`config.mk`:
```
export PLATFORM = sky130hd
export DESIGN_NAME = i2c_byte_ctrl
export DESIGN_NICKNAME = d
export VERILOG_FILES = /design/src/rtl/i2c_byte_ctrl.sv
export SDC_FILE = /design/constraint.sdc
export NUM_CORES = 1
export LEC_CHECK = 0
export CAP_MARGIN = 20
export CORE_UTILIZATION = 28
export DETAILED_ROUTE_END_ITERATION = 7
export PLACE_DENSITY_LB_ADDON = 0.1
export SYNTH_ARGS = -nofsm -noshare
export SYNTH_HDL_FRONTEND = slang
export SYNTH_SLANG_ARGS = --single-unit
```
`constraint.sdc`:
```
create_clock -name i_clk -period 1.5 [get_ports i_clk]
set_input_delay 0.225 -clock i_clk [delete_from_list [all_inputs] [get_ports i_clk]]
set_output_delay 0.225 -clock i_clk [all_outputs]
set_load 0.005 [all_outputs]
```
`src/rtl/i2c_byte_ctrl.sv`:
```
`timescale 1ns/1ps
// i2c_byte_ctrl: one byte command -> 9 MSB-first bit requests (8 data + ACK) -> one response pulse.
// Latency: accept +1 cycle, then ISSUE/WAIT_DONE per bit, then a 1-cycle RESP; cmd_ready only in IDLE,
// no response backpressure. Define I2C_BYTE_TIMEOUT_EN for a per-bit watchdog of TIMEOUT_CYCLES.
module i2c_byte_ctrl #(
  parameter int unsigned TIMEOUT_CYCLES = 65536
) (
  input  logic       i_clk,
  input  logic       i_rst,
  input  logic       i_cmd_valid,
  output logic       o_cmd_ready,
  input  logic       i_cmd_read,
  input  logic [7:0] i_cmd_data,
  input  logic       i_cmd_nack,
  output logic       o_rsp_valid,
  output logic [7:0] o_rsp_data,
  output logic       o_rsp_ack,
  output logic       o_rsp_timeout,
  output logic       o_busy,
  output logic       o_bit_req,
  output logic       o_bit_we,
  output logic       o_bit_wr_bit,
  input  logic       i_bit_ready,
  input  logic       i_bit_rd_valid,
  input  logic       i_bit_rd_bit
);

  typedef enum logic [1:0] {
    S_IDLE      = 2'd0,
    S_ISSUE     = 2'd1,
    S_WAIT_DONE = 2'd2,
    S_RESP      = 2'd3
  } state_t;

  if (TIMEOUT_CYCLES == 0) begin : g_bad_timeout
    $error("i2c_byte_ctrl: TIMEOUT_CYCLES must be at least 1");
  end

  state_t     state_q, state_d;
  logic [3:0] bit_cnt_q, bit_cnt_d;
  logic [7:0] shift_q, shift_d;
  logic       read_q, read_d;
  logic       nack_q, nack_d;
  logic       samp_q, samp_d;
  logic [7:0] rsp_data_q, rsp_data_d;
  logic       rsp_ack_q, rsp_ack_d;
  logic       rsp_timeout_q, rsp_timeout_d;

  logic       ack_bit;
  logic       bit_we;
  logic       samp_sel;
  logic       wd_hit;

  assign ack_bit  = (bit_cnt_q == 4'd8);
  // Writes drive the 8 data bits and release SDA for the ACK; reads do the opposite.
  assign bit_we   = read_q ? ack_bit : ~ack_bit;
  assign samp_sel = i_bit_rd_valid ? i_bit_rd_bit : samp_q;

`ifdef I2C_BYTE_TIMEOUT_EN
  localparam int unsigned WD_W = $clog2(TIMEOUT_CYCLES + 1);

  logic [WD_W-1:0] wd_q, wd_d;
  logic            wd_count;

  assign wd_count = ((state_q == S_ISSUE) || (state_q == S_WAIT_DONE)) && !i_bit_ready;
  // Fires on the cycle that brings the stall count up to TIMEOUT_CYCLES.
  assign wd_hit   = wd_count && (wd_q >= WD_W'(TIMEOUT_CYCLES - 1));

  always_comb begin
    wd_d = wd_q;
    if (state_d != state_q) begin
      wd_d = '0;
    end else if (wd_count && (wd_q != WD_W'(TIMEOUT_CYCLES))) begin
      wd_d = wd_q + 1'b1;
    end
  end

  always_ff @(posedge i_clk) begin
    if (i_rst) begin
      wd_q <= '0;
    end else begin
      wd_q <= wd_d;
    end
  end
`else
  assign wd_hit = 1'b0;
`endif

  always_comb begin
    state_d       = state_q;
    bit_cnt_d     = bit_cnt_q;
    shift_d       = shift_q;
    read_d        = read_q;
    nack_d        = nack_q;
    samp_d        = samp_q;
    rsp_data_d    = rsp_data_q;
    rsp_ack_d     = rsp_ack_q;
    rsp_timeout_d = rsp_timeout_q;

    case (state_q)
      S_IDLE: begin
        if (i_cmd_valid) begin
          read_d    = i_cmd_read;
          nack_d    = i_cmd_nack;
          shift_d   = i_cmd_data;
          bit_cnt_d = 4'd0;
          state_d   = S_ISSUE;
        end
      end

      S_ISSUE: begin
        // An unstrobed released bit reads as a released (high) line.
        samp_d = 1'b1;
        if (wd_hit) begin
          state_d       = S_RESP;
          rsp_data_d    = 8'h00;
          rsp_ack_d     = 1'b0;
          rsp_timeout_d = 1'b1;
        end else if (i_bit_ready) begin
          state_d = S_WAIT_DONE;
        end
      end

      S_WAIT_DONE: begin
        if (!bit_we && i_bit_rd_valid) begin
          samp_d = i_bit_rd_bit;
        end
        if (wd_hit) begin
          state_d       = S_RESP;
          rsp_data_d    = 8'h00;
          rsp_ack_d     = 1'b0;
          rsp_timeout_d = 1'b1;
        end else if (i_bit_ready) begin
          if (ack_bit) begin
            state_d       = S_RESP;
            rsp_data_d    = read_q ? shift_q : 8'h00;
            rsp_ack_d     = read_q ? ~nack_q : ~samp_sel;
            rsp_timeout_d = 1'b0;
          end else begin
            bit_cnt_d = bit_cnt_q + 4'd1;
            shift_d   = read_q ? {shift_q[6:0], samp_sel} : {shift_q[6:0], 1'b0};
            state_d   = S_ISSUE;
          end
        end
      end

      S_RESP: begin
        state_d = S_IDLE;
      end

      default: begin
        state_d = S_IDLE;
      end
    endcase
  end

  always_ff @(posedge i_clk) begin
    if (i_rst) begin
      state_q       <= S_IDLE;
      bit_cnt_q     <= 4'd0;
      shift_q       <= 8'h00;
      read_q        <= 1'b0;
      nack_q        <= 1'b0;
      samp_q        <= 1'b0;
      rsp_data_q    <= 8'h00;
      rsp_ack_q     <= 1'b0;
      rsp_timeout_q <= 1'b0;
    end else begin
      state_q       <= state_d;
      bit_cnt_q     <= bit_cnt_d;
      shift_q       <= shift_d;
      read_q        <= read_d;
      nack_q        <= nack_d;
      samp_q        <= samp_d;
      rsp_data_q    <= rsp_data_d;
      rsp_ack_q     <= rsp_ack_d;
      rsp_timeout_q <= rsp_timeout_d;
    end
  end

  assign o_cmd_ready   = (state_q == S_IDLE);
  assign o_busy        = (state_q != S_IDLE);
  assign o_bit_req     = (state_q == S_ISSUE) && !wd_hit;
  assign o_bit_we      = (state_q == S_ISSUE) && bit_we;
  assign o_bit_wr_bit  = (state_q == S_ISSUE) && bit_we && (read_q ? nack_q : shift_q[7]);
  assign o_rsp_valid   = (state_q == S_RESP);
  assign o_rsp_data    = rsp_data_q;
  assign o_rsp_ack     = rsp_ack_q;
  assign o_rsp_timeout = rsp_timeout_q;

endmodule

```
==> impl_metrics.tcl <==
set metrics [dict create \
    cts_hold_buffers 0 \
    synth_ff_type "dfxtp_1" \
    placed_cells 242 \
    dpl.hpwl_um 2400 \
    max-clock-path-buffers 2 \
    synth-seq-area-share_pct 40.3 \
    synth-compound-area-share_pct 13.9 \
    synth.most_common_cell "dfxtp_1" \
    start_util_pct 29.4 \
    ir_worst_vdd_mv 0.462 \
    tritoncts "done" \
    grtUsageTotal_pct 14.0 \
    r2r_slack_ns -0.21 \
    setup_viol 10 \
    synthesis.nets 166 \
    ys_top_cells_by_count "dfxtp_1, nor2_1, nand2_1" \
    synthCells 148 \
    synth_edf_count 0 \
    min_period_ns 1.77 \
    worst_setup_path_start_kind "flip-flop" \
    synth_top_family_by_area "simple AND/OR/NAND/NOR gates" \
    rsz0062_at_grt "true" \
    ios 32 \
    power.leakage_nw 0.813 \
    wirelength_um 3700 \
    timing.final.crit_share_pct 118 \
    root_buffer "clkbuf_8" \
    drcViolationCount 0 \
    crit_required_ns 1.27 \
    num_rows 24 \
    grt_pass1_vias 1275 \
    antenna_cells 0 \
    yosys.area.top_type "dfxtp_1" \
    vias 1255 \
    area_growth_syn_to_layout_pct 62.2 \
    slew_violations 0 \
    htree_levels 1 \
    ant_nets 0 \
    wl_per_cell_um 14.4 \
    synth-seq-cells 26 \
    die_h_um 69.9 \
    vias_per_cell 4.88 \
    dieArea_sq_um 4880 \
    cts.sinks 26 \
    fmax_ghz 0.564 \
    synthMuxAreaShare_pct 10.6 \
    hp-class "flip-flop to flip-flop" \
    final_hold_viol_count 0 \
    io_buffers 30 \
    drtIter0Drc 32 \
    synth_xor_area_share_pct 1.36 \
    dp_slack_ns -0.320 \
    end_kind "output pin" \
    grt_first_pass_wirelength_um 5550 \
    numCtsBuffers 3 \
    maxCapViolations 0 \
    yosys.area.top_type_share_pct 40.3 \
    pwr_density_cell_nw_per_um2 811 \
    synth_area_sq_um 1290 \
    cp_max_fo 3 \
    async_flop_share_pct 0 \
    grt_start_max_net_pins 17 \
    dr.pass1.iters 4 \
    violations "setup timing" \
    yosys_warnings 0 \
    drive_above_1_share_pct 38.5 \
    synth_cell_types 40 \
    crit_type "flip-flop to output pin" \
    overflow 0 \
    instances_no_fill 257 \
    fin_ws_ns -0.272 \
    clock_skew_ns 0.00213 \
    synthSimpleGateAreaFrac_pct 23.9 \
    power_mw 1.70 \
    coreArea_sq_um 4380 \
    gp_congestion 0.803 \
    synthTopCellsByArea "dfxtp_1, mux2i_1, nor2_1, a211oi_1, nand3_1" \
    synthAdderAreaFrac_pct 1.94 \
    clk_latency_ns 0.27 \
    avgSynthCellArea_sq_um 8.72 \
    final_nets 224 \
    die_w_um 69.9 \
    grt_antenna_before_repair 0 \
    clkTransAtPathRegs_ns 0.10 \
    status "finished with violations" \
    cp.arrival_ns 1.55 \
]
stage by stage:
stage | area, sq um | util [%] | TNS (ns) | hold WS [ns]
floorplan | 1290 | - | -0.129 | 0.363
global placement | 1760 | 40.2 | -1.56 | 0.444
detailed placement | 1760 | 40.2 | -1.92 | 0.446
CTS | 1920 | 43.7 | -0.639 | 0.459
global route | 2090 | 47.7 | -2.12 | 0.483
finish | 2090 | 47.7 | -0.947 | 0.459
state kept, by name, summed over array words and instances, names as in the netlist:
signal,cells
state_q,2
samp_q,1
read_q,1
nack_q,1
o_rsp_data,8
o_rsp_ack,1
shift_q,8
bit_cnt_q,4
path summary, 6_finish.rpt:
kind / cells after the start / startpoint / endpoint
hold reg to reg: 2 / o_rsp_data[5]$_SDFFE_PP0P_ / o_rsp_data[5]$_SDFFE_PP0P_
hold / removal: 2 / o_rsp_data[5]$_SDFFE_PP0P_ / o_rsp_data[5]$_SDFFE_PP0P_
setup reg to reg: 7 / bit_cnt_q[1]$_SDFFE_PP0P_ / bit_cnt_q[0]$_SDFFE_PP0P_
setup / recovery: 8 / bit_cnt_q[1]$_SDFFE_PP0P_ / o_bit_wr_bit
metal layers:
metal  global-route usage, %  vias up  wire (um)
li1                        -      631          -
met1                    17.4      593       1700
met2                    23.3       27       1800
met3                    2.74        4        144
met4                    6.44        0         46
met5                       0        -          0
cell type report:
type / instances / area, sq um
fill: 411 / 2290
multi-input combinational: 103 / 811
timing repair buffer: 65 / 586
sequential: 26 / 531
tap: 52 / 65.1
clock buffer: 3 / 41.3
clock inverter: 1 / 30.0
inverter: 7 / 28.8
cell usage in the layout (no fill, tap or decap), types with 2 or more instances in the layout:
| cell | count |
|---|---|
| buf_4 | 26 |
| clkdlybuf4s50_1 | 24 |
| dfxtp_1 | 22 |
| nor2_1 | 13 |
| nand3_1 | 11 |
| nand2_1 | 10 |
| mux2i_1 | 10 |
| a21oi_1 | 9 |
| buf_6 | 8 |
| a211oi_2 | 5 |
| nor2_4 | 4 |
| dlygate4sd2_1 | 4 |
| inv_2 | 3 |
| inv_1 | 3 |
| a211oi_1 | 3 |
| clkbuf_8 | 3 |
| nand2_2 | 2 |
| a31oi_1 | 2 |
| nor3_2 | 2 |
| a311oi_2 | 2 |
| and3_1 | 2 |
| dfxtp_2 | 2 |
| buf_2 | 2 |
| dfxtp_4 | 2 |
critical path, stage by stage (launching register included):
cell     delay (ns)
dfxtp_2        0.34
inv_2          0.05
ha_4           0.15
and3b_2        0.22
buf_6          0.12
nor3b_2        0.14
a31oi_1        0.06
nor2_1         0.10
buf_2          0.12
where the power goes:
part	switching (mW)	internal, mW	leakage [nW]
clock network	0.231	0.357	0.0357
logic	0.164	0.187	0.563
registers	0.0334	0.723	0.215
cells by family after synthesis:
logic type	count (synthesis)
flops	26
compound gates	27
other cells	1
simple gates	58
buf+inv	19
fa+ha+maj	2
xor+xnor	2
mux	13
timing repair:
item | 4_1_cts | 5_1_grt
pin swaps | 6 | 22
resized for setup | 28 | 35
gates cloned | 0 | 2
endpoints found under the setup margin | 19 | 23
setup buffers | 6 | 3
hold endpoints to repair | 0 | 0
Note: power is estimated with default switching activity, not from simulation.
